==> src/rtl/uart_tx_buffered.sv <==
// rtl/uart_tx_buffered.sv - Buffered UART transmitter, 8N1 frames fed from a small FIFO
// Define UART_TX_PARITY_EN to insert an even-parity bit between the data bits and the stop bit.
module uart_tx_buffered #(
   parameter int CLKS_PER_BIT = 6875,
   parameter int FIFO_AW      = 2
) (
   input  logic               clk,
   input  logic               rst,
   input  logic [7:0]         tx_data,
   input  logic               tx_valid,
   output logic               tx_ready,
   output logic               serial_out,
   output logic               Tx_en,
   output logic               baudrate_clk,
   output logic [FIFO_AW:0]   fifo_count
);

   localparam int DEPTH = 1 << FIFO_AW;
   localparam int TW    = $clog2(CLKS_PER_BIT);
   localparam logic [TW-1:0]    TIMER_LOAD = TW'(CLKS_PER_BIT - 1);
   localparam logic [FIFO_AW:0] FULL_COUNT = (FIFO_AW + 1)'(DEPTH);

`ifdef UART_TX_PARITY_EN
   typedef enum logic [2:0] {S_IDLE, S_START, S_DATA, S_PARITY, S_STOP} state_t;
`else
   typedef enum logic [2:0] {S_IDLE, S_START, S_DATA, S_STOP} state_t;
`endif

   state_t               state_q, state_d;
   logic [TW-1:0]        timer_q, timer_d;
   logic [7:0]           shift_q, shift_d;
   logic [2:0]           bit_idx_q, bit_idx_d;
   logic [FIFO_AW-1:0]   wr_ptr_q, wr_ptr_d;
   logic [FIFO_AW-1:0]   rd_ptr_q, rd_ptr_d;
   logic [FIFO_AW:0]     count_q, count_d;
   logic                 serial_q, serial_d;
   logic                 tx_en_q, tx_en_d;
   logic                 baud_q, baud_d;
`ifdef UART_TX_PARITY_EN
   logic                 parity_q, parity_d;
`endif
   logic [7:0]           fifo_mem_q [DEPTH];
   logic                 push, pop, bit_done;
   logic [7:0]           head;

   assign tx_ready     = (count_q != FULL_COUNT);
   assign push         = tx_valid && tx_ready;
   assign head         = fifo_mem_q[rd_ptr_q];
   assign bit_done     = (timer_q == '0);
   assign serial_out   = serial_q;
   assign Tx_en        = tx_en_q;
   assign baudrate_clk = baud_q;
   assign fifo_count   = count_q;

   // FIFO storage carries no reset: the pointers alone define what is valid.
   always_ff @(posedge clk) begin
      if (push) begin
         fifo_mem_q[wr_ptr_q] <= tx_data;
      end
   end

   always_ff @(posedge clk or negedge rst) begin
      if (!rst) begin
         state_q   <= S_IDLE;
         timer_q   <= '0;
         shift_q   <= '0;
         bit_idx_q <= '0;
         wr_ptr_q  <= '0;
         rd_ptr_q  <= '0;
         count_q   <= '0;
         serial_q  <= 1'b1;
         tx_en_q   <= 1'b0;
         baud_q    <= 1'b0;
`ifdef UART_TX_PARITY_EN
         parity_q  <= 1'b0;
`endif
      end else begin
         state_q   <= state_d;
         timer_q   <= timer_d;
         shift_q   <= shift_d;
         bit_idx_q <= bit_idx_d;
         wr_ptr_q  <= wr_ptr_d;
         rd_ptr_q  <= rd_ptr_d;
         count_q   <= count_d;
         serial_q  <= serial_d;
         tx_en_q   <= tx_en_d;
         baud_q    <= baud_d;
`ifdef UART_TX_PARITY_EN
         parity_q  <= parity_d;
`endif
      end
   end

   always_comb begin
      state_d   = state_q;
      timer_d   = timer_q;
      shift_d   = shift_q;
      bit_idx_d = bit_idx_q;
      pop       = 1'b0;
`ifdef UART_TX_PARITY_EN
      parity_d  = parity_q;
`endif
      if (state_q != S_IDLE && !bit_done) begin
         timer_d = timer_q - 1'b1;
      end
      case (state_q)
         S_IDLE: begin
            if (count_q != '0) pop = 1'b1;
         end
         S_START: begin
            if (bit_done) begin
               state_d   = S_DATA;
               bit_idx_d = '0;
               timer_d   = TIMER_LOAD;
            end
         end
         S_DATA: begin
            if (bit_done) begin
               timer_d = TIMER_LOAD;
               if (bit_idx_q == 3'd7) begin
`ifdef UART_TX_PARITY_EN
                  state_d = S_PARITY;
`else
                  state_d = S_STOP;
`endif
               end else begin
                  bit_idx_d = bit_idx_q + 1'b1;
                  shift_d   = {1'b0, shift_q[7:1]};
               end
            end
         end
`ifdef UART_TX_PARITY_EN
         S_PARITY: begin
            if (bit_done) begin
               state_d = S_STOP;
               timer_d = TIMER_LOAD;
            end
         end
`endif
         S_STOP: begin
            // Popping here chains the next start bit straight after this stop bit.
            if (bit_done) begin
               if (count_q != '0) pop = 1'b1;
               else               state_d = S_IDLE;
            end
         end
         default: state_d = S_IDLE;
      endcase
      if (pop) begin
         state_d = S_START;
         timer_d = TIMER_LOAD;
         shift_d = head;
`ifdef UART_TX_PARITY_EN
         parity_d = ^head;
`endif
      end
   end

   always_comb begin
      wr_ptr_d = wr_ptr_q;
      rd_ptr_d = rd_ptr_q;
      count_d  = count_q;
      if (push) wr_ptr_d = wr_ptr_q + 1'b1;
      if (pop)  rd_ptr_d = rd_ptr_q + 1'b1;
      case ({push, pop})
         2'b10:   count_d = count_q + 1'b1;
         2'b01:   count_d = count_q - 1'b1;
         default: count_d = count_q;
      endcase
   end

   // Outputs are decoded from the next state so the registered line moves only on bit boundaries.
   always_comb begin
      tx_en_d  = (state_d != S_IDLE);
      baud_d   = tx_en_d && (timer_d == '0);
      serial_d = 1'b1;
      case (state_d)
         S_START:  serial_d = 1'b0;
         S_DATA:   serial_d = shift_d[0];
`ifdef UART_TX_PARITY_EN
         S_PARITY: serial_d = parity_d;
`endif
         default:  serial_d = 1'b1;
      endcase
   end

endmodule

==> config.mk <==
export PLATFORM = sky130hd
export DESIGN_NAME = uart_tx_buffered
export DESIGN_NICKNAME = d
export VERILOG_FILES = /design/src/rtl/uart_tx_buffered.sv
export SDC_FILE = /design/constraint.sdc
export NUM_CORES = 1
export LEC_CHECK = 0
export ABC_AREA = 1
export CORE_MARGIN = 2
export CORE_UTILIZATION = 56
export CTS_BUF_LIST = sky130_fd_sc_hd__clkbuf_8
export DETAILED_ROUTE_END_ITERATION = 8
export PLACE_DENSITY = 0.78
export SLEW_MARGIN = 20
export SYNTH_ARGS = -nofsm -noshare
export SYNTH_HDL_FRONTEND = slang
export SYNTH_SLANG_ARGS = --single-unit
==> constraint.sdc <==
create_clock -name clk -period 2.32 [get_ports clk]
set_clock_uncertainty 0.1 [all_clocks]
set_input_delay 0.464 -clock clk [delete_from_list [all_inputs] [get_ports clk]]
set_output_delay 0.464 -clock clk [all_outputs]
set_load 0.005 [all_outputs]
==> impl_metrics.tcl, run 1 <==
set metrics [dict create \
    num_rows 28 \
    grt.overflow.total 0 \
    n_antenna_cell 0 \
    critPathLaunchType "register" \
    synth_top_cell_by_area "edfxtp_1" \
    route.detailed.drc 0 \
    place_congestion 0.889 \
    hp-class "primary input to asynchronous set/reset pin" \
    maxCapViolations 0 \
    power_density_mw_per_mm2 1120 \
    design.portCount 18 \
    yosys-top-cells-area "edfxtp_1 28%, dfrtp_1 27%, nand2_1 6.6%, nor2_1 5.2%, inv_1 4.3%" \
    dieArea_mm2 0.00667 \
    period_share 0.949 \
    synthesis.area_mm2 0.00338 \
    vias_per_cell 5.32 \
    cp_common_cell "nand2_8" \
    vias 2474 \
    wl_per_cell_um 13.9 \
    dp_cells 442 \
    io_buffers 17 \
    final_cells 465 \
    synthFlopType "dfrtp_1" \
    path_cells "nor2_2 > nand2_2 > nor2_4 > nand2_4 > nand2_8 > nand2_8 > inv_8 > ha_4 > inv_2 > fa_2 > a21oi_1 > o21ai_1 > xor2_1" \
    setup_viol 0 \
    critPathRequiredTime_ps 2450 \
    yosys_warnings 0 \
    async_reset_ff_frac 0.536 \
    fin_area_mm2 0.00398 \
    clkTransAtPathRegs_ps 80 \
    critPathSlowestCell "dfrtp_1" \
    grt_usage 0.219 \
    final_util 0.676 \
    antenna_found_initial 0 \
    netlist_instances 345 \
    drtPass1Iterations 5 \
    cts_sinks 69 \
    cp_data_arrival_time_ps 2330 \
    wirelength_mm 6.46 \
    timing.final.max_slew_violations 0 \
    root_buffer "clkbuf_8" \
    grt_pass1_wl_mm 10.8 \
    reg2reg_from "timer_q[6]$_DFF_PN0_" \
    drive_gt1_frac 0.177 \
    period_minus_slack_ps 2200 \
    fmax_ghz 0.454 \
    total_power_mw 4.43 \
    drtIter0Drc 191 \
    cp_num_buf_inv 2 \
    area_growth_pct 17.7 \
    r2r_slack_ps 120 \
    start_util 0.574 \
    power_leakage_nw 1.76 \
    nNetsFinal 406 \
    ir_drop_v 0.000812 \
    end_kind "register" \
    antenna_left 0 \
    coreArea_mm2 0.00589 \
    clock_latency_ps 340 \
    syn_area_per_cell_um2 9.79 \
    fin_tns_setup_ps 0 \
    synth_cell_types 41 \
    post_dp_cell_area_mm2 0.00372 \
    dp_hpwl_mm 4.52 \
    rsz0062_at_grt "no" \
    cts.htree.levels 3 \
    first_global_vias 2429 \
    numCtsBuffers 9 \
    fp.dieW_um 81.7 \
    cts_buffer_depth 2 \
    worst_slew_pin_slew_ps 823 \
    synth_edf_count 32 \
    die_y_um 81.7 \
    cts_tree "done" \
    synth-seq-cells 69 \
    crit_fanout 9 \
    crit_end "fifo_count[2]$_DFFE_PN0P_" \
    status "complete, no violations" \
    path_class "register to register" \
    worstSetupPathDepth 13 \
    ys_seq_area_frac 0.559 \
    grt_start_max_net_pins 38 \
    max_slew_margin 0.451 \
    r2r-end "fifo_count[2]$_DFFE_PN0P_" \
    rr_worst_depth 13 \
    worst_path_largest_cell_delay_ps 430 \
    startpoint "timer_q[6]$_DFF_PN0_" \
    synth.top_cell.area_share 0.285 \
    hold_viol 0 \
    syn_nets 366 \
    cp_top_family "simple AND/OR/NAND/NOR gates" \
]
==> synthesized netlist by cell type, types with 3 or more instances <==
library cell / instances
nand3_1: 25
nand4_1: 5
dfrtp_1: 36
nor2_2: 5
a21oi_1: 5
o22ai_1: 7
nor2_4: 3
clkbuf_1: 3
inv_1: 39
a22o_1: 3
nand2_1: 59
o21ai_0: 21
nor2_1: 47
xnor2_1: 3
xor2_1: 7
ha_1: 9
nand2_2: 5
edfxtp_1: 32
==> layer usage <==
layer,part of all wire,wire length (um),up-vias,global-route usage
met2,0.52,3340,44,0.383
li1,-,-,1234,-
met4,0.015,96,0,0.0850
met5,0,0,-,0
met1,0.44,2810,1184,0.256
met3,0.033,211,12,0.0615
==> cell type report <==
class,instances,area [um2]
Clock buffer,10,138
Clock inverter,6,61.3
Fill cell,458,1910
Inverter,43,169
Multi-Input combinational cell,228,1330
Sequential cell,69,1890
Tap cell,75,93.8
Timing Repair Buffer,34,293
==> flip-flops by register name, summed over array words and instances (netlist names) <==
register,flops
Tx_en,1
baudrate_clk,1
bit_idx_q,3
fifo_count,3
fifo_mem_q,32
rd_ptr_q,2
serial_out,1
shift_q,8
state_q,3
timer_q,13
wr_ptr_q,2
==> how the worst min path moves through the flow <==
| stage | to | slack (ps) | cells after the start |
|---|---|---|---|
| after floorplan | Tx_en$_DFF_PN0_ | 70 | 0 |
| after global placement | shift_q[3]$_DFFE_PN0P_ | 370 | 2 |
| after detailed placement | shift_q[3]$_DFFE_PN0P_ | 370 | 2 |
| after CTS | timer_q[8]$_DFF_PN0_ | 150 | 1 |
| after global routing | fifo_count[2]$_DFFE_PN0P_ | 190 | 1 |
| final | timer_q[3]$_DFF_PN0_ | 110 | 1 |
==> worst register-to-register path: stages, from the launching register on <==
cell and delay, ps:
dfrtp_1 430, nor2_2 150, nand2_2 100, nor2_4 130, nand2_4 80, nand2_8 90, nand2_8 80, inv_8 70
ha_4 110, inv_2 40, fa_2 350, a21oi_1 120, o21ai_1 90, xor2_1 140
==> per-stage QoR <==
stage                     setup WS (ps)  hold WS (ps)
final                               119           112
after global routing               22.3           186
after CTS                          50.0           146
after detailed placement           66.6           373
after global placement              132           368
after floorplan                    8.35          68.4
==> placed cells by master (no fill, tap or decap), types with 3 or more instances in the layout <==
cell | Yosys | layout
nand3_1 | 25 | 25
xnor2_1 | 3 | 3
a22o_1 | 3 | 3
clkdlybuf4s50_1 | 0 | 16
o22ai_1 | 7 | 7
buf_4 | 1 | 17
o21ai_1 | 2 | 3
o21ai_0 | 21 | 20
inv_2 | 2 | 5
edfxtp_1 | 32 | 32
a21oi_1 | 5 | 5
nand4_1 | 5 | 5
nor2_2 | 5 | 6
xor2_1 | 7 | 7
dfrtp_1 | 36 | 35
nor2_1 | 47 | 46
nand2_1 | 59 | 58
ha_1 | 9 | 7
nand2_2 | 5 | 6
clkbuf_8 | 0 | 10
inv_1 | 39 | 37
nor2_4 | 3 | 3
==> power breakdown <==
part / total [mW] / switching (mW) / internal [mW]
sequential: 1.84 / 0.212 / 1.63
combinational: 1.60 / 0.937 / 0.659
clock: 0.994 / 0.470 / 0.525
total: 4.43 / 1.62 / 2.82
==> repair_timing <==
action / CTS / global route
endpoints found under the setup margin: 0 / 1
hold buffers: 0 / 0
gates resized for setup: 0 / 3
endpoints found under the hold margin: 0 / 0
buffers inserted: 0 / 7
==> kinds of logic after synthesis <==
family,count (synthesis),synth area share
adders and majority gates,10,0.0393
DFF,69,0.559
buffers and inverters,48,0.0608
AOI/OAI and AO/OA,47,0.0882
xor gates and xnor gates,10,0.0259
other,1,0.00111
and+or+nand+nor,160,0.226
Note: power is estimated with default switching activity, not from simulation.
==> inputs of run 2 (changes only) <==
ABC_CLOCK_PERIOD_IN_PS = 2320   (was unset)
==> results of run 2 <==
Final layout, timing and power as in run 1 (identical DEF).
